`src/rtl/axis_pattern_pkg.sv`:
```
// Shared encodings and LFSR helpers for the AXI4-Stream pattern source.
package axis_pattern_pkg;

    localparam logic [1:0]  MODE_INCR  = 2'd0;
    localparam logic [1:0]  MODE_CONST = 2'd1;
    localparam logic [1:0]  MODE_LFSR  = 2'd2;

    localparam logic [31:0] LFSR_MASK  = 32'h8020_0003;

    typedef enum logic {
        ST_IDLE = 1'b0,
        ST_RUN  = 1'b1
    } state_t;

    // An all-zero state would lock the LFSR, so it is replaced by 1.
    function automatic logic [31:0] lfsr_seed_fix(input logic [31:0] seed);
        return (seed == 32'd0) ? 32'd1 : seed;
    endfunction

    // One right-shifting Galois step.
    function automatic logic [31:0] lfsr_step(input logic [31:0] s);
        return (s >> 1) ^ (s[0] ? LFSR_MASK : 32'd0);
    endfunction

endpackage

```
`src/rtl/axis_pattern_source_lfsr.sv`:
```
// 32-bit Galois LFSR state register with load (seed-zero guarded) and step enable.
module axis_pattern_lfsr
    import axis_pattern_pkg::*;
(
    input  logic        clk,
    input  logic        rst_n,
    input  logic        load,
    input  logic        en,
    input  logic [31:0] seed,
    output logic [31:0] value
);

    always_ff @(posedge clk or negedge rst_n) begin
        if (!rst_n) begin
            value <= 32'd1;
        end else if (load) begin
            value <= lfsr_seed_fix(seed);
        end else if (en) begin
            value <= lfsr_step(value);
        end
    end

endmodule

```
`src/rtl/axis_pattern_source.sv`:
```
// AXI4-Stream test-pattern master: INCR/CONST(/LFSR) beats with packet TLAST framing.
// LFSR mode is built only when AXIS_PATTERN_LFSR_EN is defined; otherwise mode 2 acts as INCR.
module axis_pattern_source
    import axis_pattern_pkg::*;
#(
    parameter int unsigned DATA_W  = 8,
    parameter int unsigned COUNT_W = 32
) (
    input  logic               clk,
    input  logic               rst_n,
    input  logic               start,
    input  logic               abort,
    input  logic [COUNT_W-1:0] cfg_count,
    input  logic [COUNT_W-1:0] cfg_pkt_len,
    input  logic [1:0]         cfg_mode,
    input  logic [31:0]        cfg_seed,
    output logic               M_AXIS_TVALID,
    output logic [DATA_W-1:0]  M_AXIS_TDATA,
    output logic               M_AXIS_TLAST,
    input  logic               M_AXIS_TREADY,
    output logic               busy,
    output logic               done,
    output logic               aborted
);

    state_t             state_q, state_d;
    logic [COUNT_W-1:0] beat_q, beat_d;
    logic [COUNT_W-1:0] pkt_q, pkt_d;
    logic [COUNT_W-1:0] count_q, count_d;
    logic [COUNT_W-1:0] pkt_len_q, pkt_len_d;
    logic [1:0]         mode_q, mode_d;
    logic [DATA_W-1:0]  seed_q, seed_d;
    logic               abort_pend_q, abort_pend_d;
    logic               tvalid_q, tvalid_d;
    logic [DATA_W-1:0]  tdata_q, tdata_d;
    logic               tlast_q, tlast_d;
    logic               busy_q, busy_d;
    logic               done_q, done_d;
    logic               aborted_q, aborted_d;

    logic               fire_c;
    logic [COUNT_W-1:0] beat_inc_c;
    logic [COUNT_W-1:0] pkt_inc_c;
    logic               pkt_wrap_c;
    logic               lfsr_load_c;
    logic               lfsr_en_c;

`ifdef AXIS_PATTERN_LFSR_EN
    logic [31:0]        lfsr_value;

    axis_pattern_lfsr u_lfsr (
        .clk   (clk),
        .rst_n (rst_n),
        .load  (lfsr_load_c),
        .en    (lfsr_en_c),
        .seed  (cfg_seed),
        .value (lfsr_value)
    );
`else
    logic               lfsr_unused_c;
    assign lfsr_unused_c = ^{cfg_seed, lfsr_load_c, lfsr_en_c};
`endif

    always_ff @(posedge clk or negedge rst_n) begin
        if (!rst_n) begin
            state_q      <= ST_IDLE;
            beat_q       <= '0;
            pkt_q        <= '0;
            count_q      <= '0;
            pkt_len_q    <= '0;
            mode_q       <= MODE_INCR;
            seed_q       <= '0;
            abort_pend_q <= 1'b0;
            tvalid_q     <= 1'b0;
            tdata_q      <= '0;
            tlast_q      <= 1'b0;
            busy_q       <= 1'b0;
            done_q       <= 1'b0;
            aborted_q    <= 1'b0;
        end else begin
            state_q      <= state_d;
            beat_q       <= beat_d;
            pkt_q        <= pkt_d;
            count_q      <= count_d;
            pkt_len_q    <= pkt_len_d;
            mode_q       <= mode_d;
            seed_q       <= seed_d;
            abort_pend_q <= abort_pend_d;
            tvalid_q     <= tvalid_d;
            tdata_q      <= tdata_d;
            tlast_q      <= tlast_d;
            busy_q       <= busy_d;
            done_q       <= done_d;
            aborted_q    <= aborted_d;
        end
    end

    // Next-state and next-beat computation; outputs hold unless a start or handshake occurs.
    always_comb begin
        state_d      = state_q;
        beat_d       = beat_q;
        pkt_d        = pkt_q;
        count_d      = count_q;
        pkt_len_d    = pkt_len_q;
        mode_d       = mode_q;
        seed_d       = seed_q;
        abort_pend_d = abort_pend_q;
        tvalid_d     = tvalid_q;
        tdata_d      = tdata_q;
        tlast_d      = tlast_q;
        busy_d       = busy_q;
        done_d       = 1'b0;
        aborted_d    = aborted_q;
        lfsr_load_c  = 1'b0;
        lfsr_en_c    = 1'b0;

        fire_c     = tvalid_q && M_AXIS_TREADY;
        beat_inc_c = beat_q + COUNT_W'(1);
        pkt_wrap_c = (pkt_len_q != '0) && (pkt_q == pkt_len_q - COUNT_W'(1));
        pkt_inc_c  = pkt_wrap_c ? '0 : pkt_q + COUNT_W'(1);

        case (state_q)
            ST_IDLE: begin
                if (start) begin
                    aborted_d = 1'b0;
                    if (cfg_count == '0) begin
                        done_d = 1'b1;
                    end else begin
                        state_d      = ST_RUN;
                        beat_d       = '0;
                        pkt_d        = '0;
                        count_d      = cfg_count;
                        pkt_len_d    = cfg_pkt_len;
                        mode_d       = cfg_mode;
                        seed_d       = DATA_W'(cfg_seed);
                        abort_pend_d = 1'b0;
                        tvalid_d     = 1'b1;
                        busy_d       = 1'b1;
                        lfsr_load_c  = 1'b1;
                        tlast_d      = (cfg_pkt_len == COUNT_W'(1)) || (cfg_count == COUNT_W'(1));
                        case (cfg_mode)
                            MODE_CONST: tdata_d = DATA_W'(cfg_seed);
`ifdef AXIS_PATTERN_LFSR_EN
                            MODE_LFSR:  tdata_d = DATA_W'(lfsr_seed_fix(cfg_seed));
`endif
                            default:    tdata_d = DATA_W'(cfg_seed);
                        endcase
                    end
                end
            end

            ST_RUN: begin
                if (abort) begin
                    abort_pend_d = 1'b1;
                end
                if (fire_c) begin
                    // Abort lets the presented beat complete, then ends the run.
                    if (abort || abort_pend_q || (beat_q == count_q - COUNT_W'(1))) begin
                        state_d      = ST_IDLE;
                        tvalid_d     = 1'b0;
                        tlast_d      = 1'b0;
                        busy_d       = 1'b0;
                        done_d       = 1'b1;
                        aborted_d    = abort || abort_pend_q;
                        abort_pend_d = 1'b0;
                    end else begin
                        beat_d    = beat_inc_c;
                        pkt_d     = pkt_inc_c;
                        lfsr_en_c = 1'b1;
                        tlast_d   = ((pkt_len_q != '0) && (pkt_inc_c == pkt_len_q - COUNT_W'(1)))
                                    || (beat_inc_c == count_q - COUNT_W'(1));
                        case (mode_q)
                            MODE_CONST: tdata_d = seed_q;
`ifdef AXIS_PATTERN_LFSR_EN
                            MODE_LFSR:  tdata_d = DATA_W'(lfsr_step(lfsr_value));
`endif
                            default:    tdata_d = seed_q + DATA_W'(beat_inc_c);
                        endcase
                    end
                end
            end

            default: state_d = ST_IDLE;
        endcase
    end

    assign M_AXIS_TVALID = tvalid_q;
    assign M_AXIS_TDATA  = tdata_q;
    assign M_AXIS_TLAST  = tlast_q;
    assign busy          = busy_q;
    assign done          = done_q;
    assign aborted       = aborted_q;

endmodule
```
`config.mk`:
```
export PLATFORM = sky130hd
export DESIGN_NAME = axis_pattern_source
export DESIGN_NICKNAME = d
export VERILOG_FILES = /design/src/rtl/axis_pattern_pkg.sv /design/src/rtl/axis_pattern_source_lfsr.sv /design/src/rtl/axis_pattern_source.sv
export SDC_FILE = /design/constraint.sdc
export NUM_CORES = 1
export LEC_CHECK = 0
export BUFFER_PORTS_ARGS = -buffer_cell sky130_fd_sc_hd__clkbuf_2
export CORE_ASPECT_RATIO = 0.9
export CORE_MARGIN = 5
export CORE_UTILIZATION = 55
export CTS_BUF_LIST = sky130_fd_sc_hd__clkbuf_16
export DETAILED_ROUTE_END_ITERATION = 12
export GPL_TIMING_DRIVEN = 1
export PLACE_DENSITY = 0.79
export SLEW_MARGIN = 10
export SYNTH_ARGS = -nofsm -noshare
export SYNTH_HDL_FRONTEND = slang
export SYNTH_SLANG_ARGS = --single-unit
export TNS_END_PERCENT = 5
```
`constraint.sdc`:
```
create_clock -name clk -period 4 [get_ports clk]
set_input_delay 0.4 -clock clk [delete_from_list [all_inputs] [get_ports clk]]
set_output_delay 0.4 -clock clk [all_outputs]
set_load 0.005 [all_outputs]
```
=== Word level (Yosys, flattened, before mapping) ===
Index checks and enable logic that the tools add are counted.

* Reduce and logical (&&, ||, !) cells: 15
* Equal/unequal tests: 12
* Multiplexer cells: 45
* Bitwise operators: 2
* $add $sub $neg: 5

{| class="wikitable"
|+ Operators with widths
! kind !! number
|-
| $mux 32 || 7
|-
| $eq 32x32->1 || 4
|-
| $pmux 32 s2 || 2
|-
| $add 32x1->32 const B || 2
|-
| $eq 32x1->1 const B || 2
|-
| $sub 32x1->32 const B || 2
|-
| $mux 8 || 5
|-
| $logic_not 32->1 || 1
|-
| $reduce_bool 32->1 || 1
|-
| $mux 1 || 24
|-
| $pmux 8 s2 || 1
|-
| $pmux 1 s2 || 6
|-
| $reduce_and 3->1 || 3
|-
| $add 8x8->8 || 1
|-
| $reduce_and 4->1 || 2
|-
| $ne 2x2->1 const B || 3
|-
| $logic_or 1x1->1 || 4
|-
| $ne 2x1->1 const B || 2
|-
| $logic_and 1x1->1 || 3
|-
| $eq 2x1->1 const B || 1
|-
| $not 1->1 || 2
|-
| $reduce_and 2->1 || 1
|}

* Bits of input ports: 103
* Output and inout bits: 13
* Word-level logic and storage cells: 92
* Register bits after elaboration: 152

=== Logic depth before layout (Yosys ltp) ===
* Depth in word-level cells: 10
* Gate-level depth with buffers: 16
* Gate-level depth less buffers: 14

=== Worst setup path after synthesis ===
Ideal clock, no wire load.

* Kind: reg-to-reg
* Start: register pkt_len_q[0]
* End: register tlast_q (netlist: M_AXIS_TLAST)
* Path slack: 122 ps
* Cell stages (with the launch flop): 16
* Arrival time: 3801 ps
* Required time: 3923 ps
* Path through: dfrtp_1 clkbuf_1 inv_1 ha_1 nor3b_1 and3_1 clkbuf_1 a311oi_1 a2111oi_1 o2111ai_1 nor4_2 a31oi_1 o22a_1 a2111oi_2 o2111ai_1 a21oi_1

* Longest elaborated chain between the ends: 10

{| class="wikitable"
|+ RTL lines
! element !! RTL line !! RTL
|-
| start: declaration || axis_pattern_source.sv:30 || <nowiki>logic [COUNT_W-1:0] pkt_len_q, pkt_len_d;</nowiki>
|-
| start signal: assignment || axis_pattern_source.sv:85 || <nowiki>pkt_len_q <= pkt_len_d;</nowiki>
|-
| $sub 32x1->32 || axis_pattern_source.sv:119, axis_pattern_source.sv:170 ||
|-
| $eq 32x32->1 || axis_pattern_source.sv:119 || <nowiki>pkt_wrap_c = (pkt_len_q != '0) && (pkt_q == pkt_len_q - COUNT_W'(1));</nowiki>
|-
| $logic_and 1x1->1 || axis_pattern_source.sv:119 ||
|-
| $mux 32 || axis_pattern_source.sv:120 || <nowiki>pkt_inc_c = pkt_wrap_c ? '0 : pkt_q + COUNT_W'(1);</nowiki>
|-
| $eq 32x32->1 || axis_pattern_source.sv:170 || <nowiki>tlast_d = ((pkt_len_q != '0) && (pkt_inc_c == pkt_len_q - COUNT_W'(1)))</nowiki>
|-
| $logic_and 1x1->1 (*) || axis_pattern_source.sv:170 ||
|-
| $logic_or 1x1->1 (*) || axis_pattern_source.sv:171 || <nowiki>|| (beat_inc_c == count_q - COUNT_W'(1));</nowiki>
|-
| $mux 1 (*) || axis_pattern_source.sv:158 || <nowiki>if (abort || abort_pend_q || (beat_q == count_q - COUNT_W'(1))) begin</nowiki>
|-
| $mux 1 (*) || axis_pattern_source.sv:156 || <nowiki>if (fire_c) begin</nowiki>
|-
| $pmux 1 s2 (*) || axis_pattern_source.sv:122 || <nowiki>case (state_q)</nowiki>
|-
| end signal: assignment || axis_pattern_source.sv:91 || <nowiki>tlast_q <= tlast_d;</nowiki>
|-
| end: declaration || axis_pattern_source.sv:36 || <nowiki>logic tlast_q, tlast_d;</nowiki>
|}

Mark *: on every way between the ends. The rest lies on a longest branch, timed or not. The select of a mux whose other input is x is not followed.
A chain may end at the register's enable or synchronous reset.

=== Final worst setup path ===
* Start: register count_q[6]
* End: register beat_q[13]

* Longest elaborated chain between the ends: 5

{| class="wikitable"
|+ RTL lines
! element !! RTL line !! RTL
|-
| start: declaration || axis_pattern_source.sv:29 || <nowiki>logic [COUNT_W-1:0] count_q, count_d;</nowiki>
|-
| start signal: assignment || axis_pattern_source.sv:84 || <nowiki>count_q <= count_d;</nowiki>
|-
| $sub 32x1->32 || axis_pattern_source.sv:158 ||
|-
| $eq 32x32->1 || axis_pattern_source.sv:158 ||
|-
| $logic_or 1x1->1 || axis_pattern_source.sv:158 ||
|-
| $ne 2x2->1 (no line) || n/a ||
|-
| $reduce_and 4->1 (no line) || n/a ||
|-
| end signal: assignment || axis_pattern_source.sv:82 || <nowiki>beat_q <= beat_d;</nowiki>
|-
| end: declaration || axis_pattern_source.sv:27 || <nowiki>logic [COUNT_W-1:0] beat_q, beat_d;</nowiki>
|}

Every way passes these cells.

==> impl_metrics.json <==
{
  "place_area_um2": 13600,
  "drive_above_1_share_pct": 24.7,
  "crit_arrival_ns": 4.48,
  "antenna_found_initial": 1,
  "portBuffers": 91,
  "crit_buf_inv": 1,
  "finalCriticalPeriod_ns": 4.16,
  "hold_path.class": "in -> async",
  "cts_buffers": 17,
  "ctsLongestPathBuffers": 2,
  "vdd_drop_max_mv": 0.356,
  "nets": 1672,
  "final_cell_mix": "dfrtp_1 (152), buf_4 (129), xnor2_1 (104), nand2_1 (100)",
  "ant_nets": 0,
  "dp_cells": 1819,
  "cts-root-buf": "clkbuf_16",
  "clock-sinks": 152,
  "finalSetupViolCount": 54,
  "worstMarginPinSlew_ns": 0.877,
  "final_area_um2": 14400,
  "vias": 11900,
  "clkTransAtPathRegs_ns": 0.07,
  "syn2layout_area_growth_pct": 19.8,
  "die_h_um": 150,
  "synth-seq-cells": 152,
  "skew_ns": 0.0133,
  "drt_first_pass_iters": 6,
  "antenna_cells": 0,
  "synth_cell_type_count": 80,
  "leakagePower_uw": 0.00587,
  "dieWidth_um": 166,
  "wirelength_mm": 38.7,
  "timing.hold.ws_ns": 0.00353,
  "gr-total-overflow": 0,
  "first_global_vias": 11100,
  "grt_max_degree": 89,
  "pre_cts_slack_ns": -0.0114,
  "dp_hpwl_mm": 28.7,
  "design.die.area_um2": 25000,
  "startpoint_type": "register",
  "gp_congestion": 1.04,
  "synth_cells": 1394,
  "path_max_fanout": 8,
  "wl_per_cell_um": 20.8,
  "io_pins": 116,
  "h-tree-depth": 4,
  "grtUsageTotal_pct": 29.8,
  "worstPathCellList": "or4_4 -> nor4_4 -> nand3_2 -> a2111oi_2 -> or4b_1 -> or4b_4 -> o211ai_4 -> and2_4 -> clkbuf_16 -> o21ai_1 -> o41ai_1",
  "synth_area_um2": 12000,
  "layout_commonest_cell": "dfrtp_1",
  "path_delay_family": "simple AND/OR/NAND/NOR gates",
  "drtIter0Drc": 1360,
  "viasPerCell": 6.38,
  "hold_viol": 0,
  "grt_pass1_wl_mm": 59.7,
  "slew_headroom_pct": 41.4,
  "rsz0062_at_grt": "yes",
  "setup_slack_ns": -0.161,
  "synthArstFlopShare_pct": 100,
  "initial_core_util_pct": 55.8,
  "critPathMaxStageDelay_ns": 0.57,
  "synth_nets": 1510,
  "clkLatencyLatePin_ns": 0.44,
  "yosysSeqAreaShare_pct": 31.6,
  "synthesis.yosys.warnings": 0,
  "fmaxAchievable_mhz": 240,
  "avgSynthCellArea_um2": 8.64,
  "cts_tree": "yes",
  "synth-edff-count": 0,
  "slew_violations": 0,
  "crit_type": "reg -> reg",
  "core_area_um2": 21600,
  "utilization_pct": 66.9,
  "violations": "setup timing",
  "cp_slowest_cell": "or4b_4",
  "num_rows": 51,
  "fin_crit_sh_pct": 104,
  "power_per_cell_area_nw_per_um2": 644,
  "cp-end-kind": "register",
  "drc": 0,
  "status": "finished with violations",
  "cap_violations": 0,
  "synth-main-ff-cell": "dfrtp_1",
  "cp.required_ns": 4.32,
  "fin_cells": 1860
}
-- Yosys cell counts, drive strengths merged (4+ instances only) --
cell type,count,area share [%]
dfrtp,152,32
xnor2,104,7.6
nand2,101,3.1
o21ai,93,3.9
nor2,90,2.8
mux2,76,7.1
nand3,73,3.1
xor2,67,4.9
clkbuf,64,2.0
nor4,52,3.2
a21oi,40,1.7
nor3,39,1.6
nand4,38,2.0
o31ai,36,2.2
inv,31,0.97
buf,29,1.5
nor2b,24,1.2
nand2b,23,1.2
and3,19,0.99
or3,18,0.94
and2,15,0.78
or4,14,0.90
o2111ai,13,0.95
and4,12,0.87
ha,12,1.2
o211ai,12,0.79
a21o,11,0.69
a31oi,10,0.52
a2111oi,9,0.72
mux2i,9,0.75
a211oi,8,0.50
or2,8,0.42
nand4b,7,0.51
o41ai,7,0.51
nor4b,5,0.36
o22ai,5,0.26
a311oi,4,0.29
a31o,4,0.29
nor3b,4,0.25
or4b,4,0.36
xnor3,4,0.75
-- repair_timing --
| item | in CTS | in global routing |
|---|---|---|
| setup endpoints to repair | 12 | 63 |
| cloned | 0 | 5 |
| hold buffers | 0 | 0 |
| setup buffers | 0 | 4 |
| resized for setup | 4 | 23 |
| pin swaps | 1 | 11 |
-- per-stage QoR --
stage / setup TNS (ns) / total power, uW
after floorplan: 0 / 5570
after global placement: 0 / 7110
after detailed placement: -0.0158 / 7250
after CTS: -0.00363 / 8990
after global routing: -12.99 / 9790
final: -6.13 / 9290
-- cell families (layout without fill, tap and decap cells) --
family,Yosys count,in the layout,synth area share [%]
AO/OA/AOI/OAI,291,291,16.1
XOR/XNOR,175,175,13.2
adder cells (fa/ha/maj),13,13,1.41
buffers and inverters,124,299,4.50
flip-flops,152,152,31.6
multiplexers,85,85,7.86
AND/OR/NAND/NOR,554,554,25.3
-- flip-flops by register name, indices dropped and copies added, names as in the netlist, 2 cells and up --
signal	cells
mode_q	2
count_q	32
M_AXIS_TDATA	8
pkt_len_q	32
beat_q	32
pkt_q	32
seed_q	8
-- where the power goes --
group	leakage (uW)	switching, uW	internal (uW)	total [uW]
logic	0.00364	2680	2320	5000
registers	0.00193	569	2000	2570
clock network	0.000303	765	950	1720
total	0.00587	4010	5270	9290
-- final cells by class --
| type | count | area, um2 |
|---|---|---|
| flip-flops and latches | 152 | 3800 |
| clock buffers | 17 | 425 |
| inverters | 31 | 116 |
| well taps | 291 | 364 |
| repair buffers | 236 | 1750 |
| fillers | 1810 | 7150 |
| clock inverters | 15 | 179 |
| multi-input cells | 1118 | 7780 |
-- metal layers --
| layer | GRT usage [%] | vias up | share of wire, % |
|---|---|---|---|
| met5 | 0 | - | 0 |
| met1 | 43.3 | 5724 | 44 |
| met3 | 8.51 | 71 | 11 |
| met2 | 44.4 | 600 | 43 |
| li1 | - | 5472 | - |
| met4 | 6.39 | 0 | 1.9 |
-- path summary, 6_finish.rpt --
check                      slack [ns]             from  depth (start not counted)               to
max                             -0.16       count_q[6]                         11       beat_q[13]
min                             0.004            rst_n                          1        mode_q[1]
max reg2reg                     -0.16       count_q[6]                         11       beat_q[13]
min reg2reg                      0.49  M_AXIS_TDATA[0]                          2  M_AXIS_TDATA[0]
max in group asynchronous        2.98            rst_n                          2    pkt_len_q[11]
min in group clk                 0.19      cfg_mode[0]                          2        mode_q[0]
Note: power is estimated with default switching activity, not from simulation.
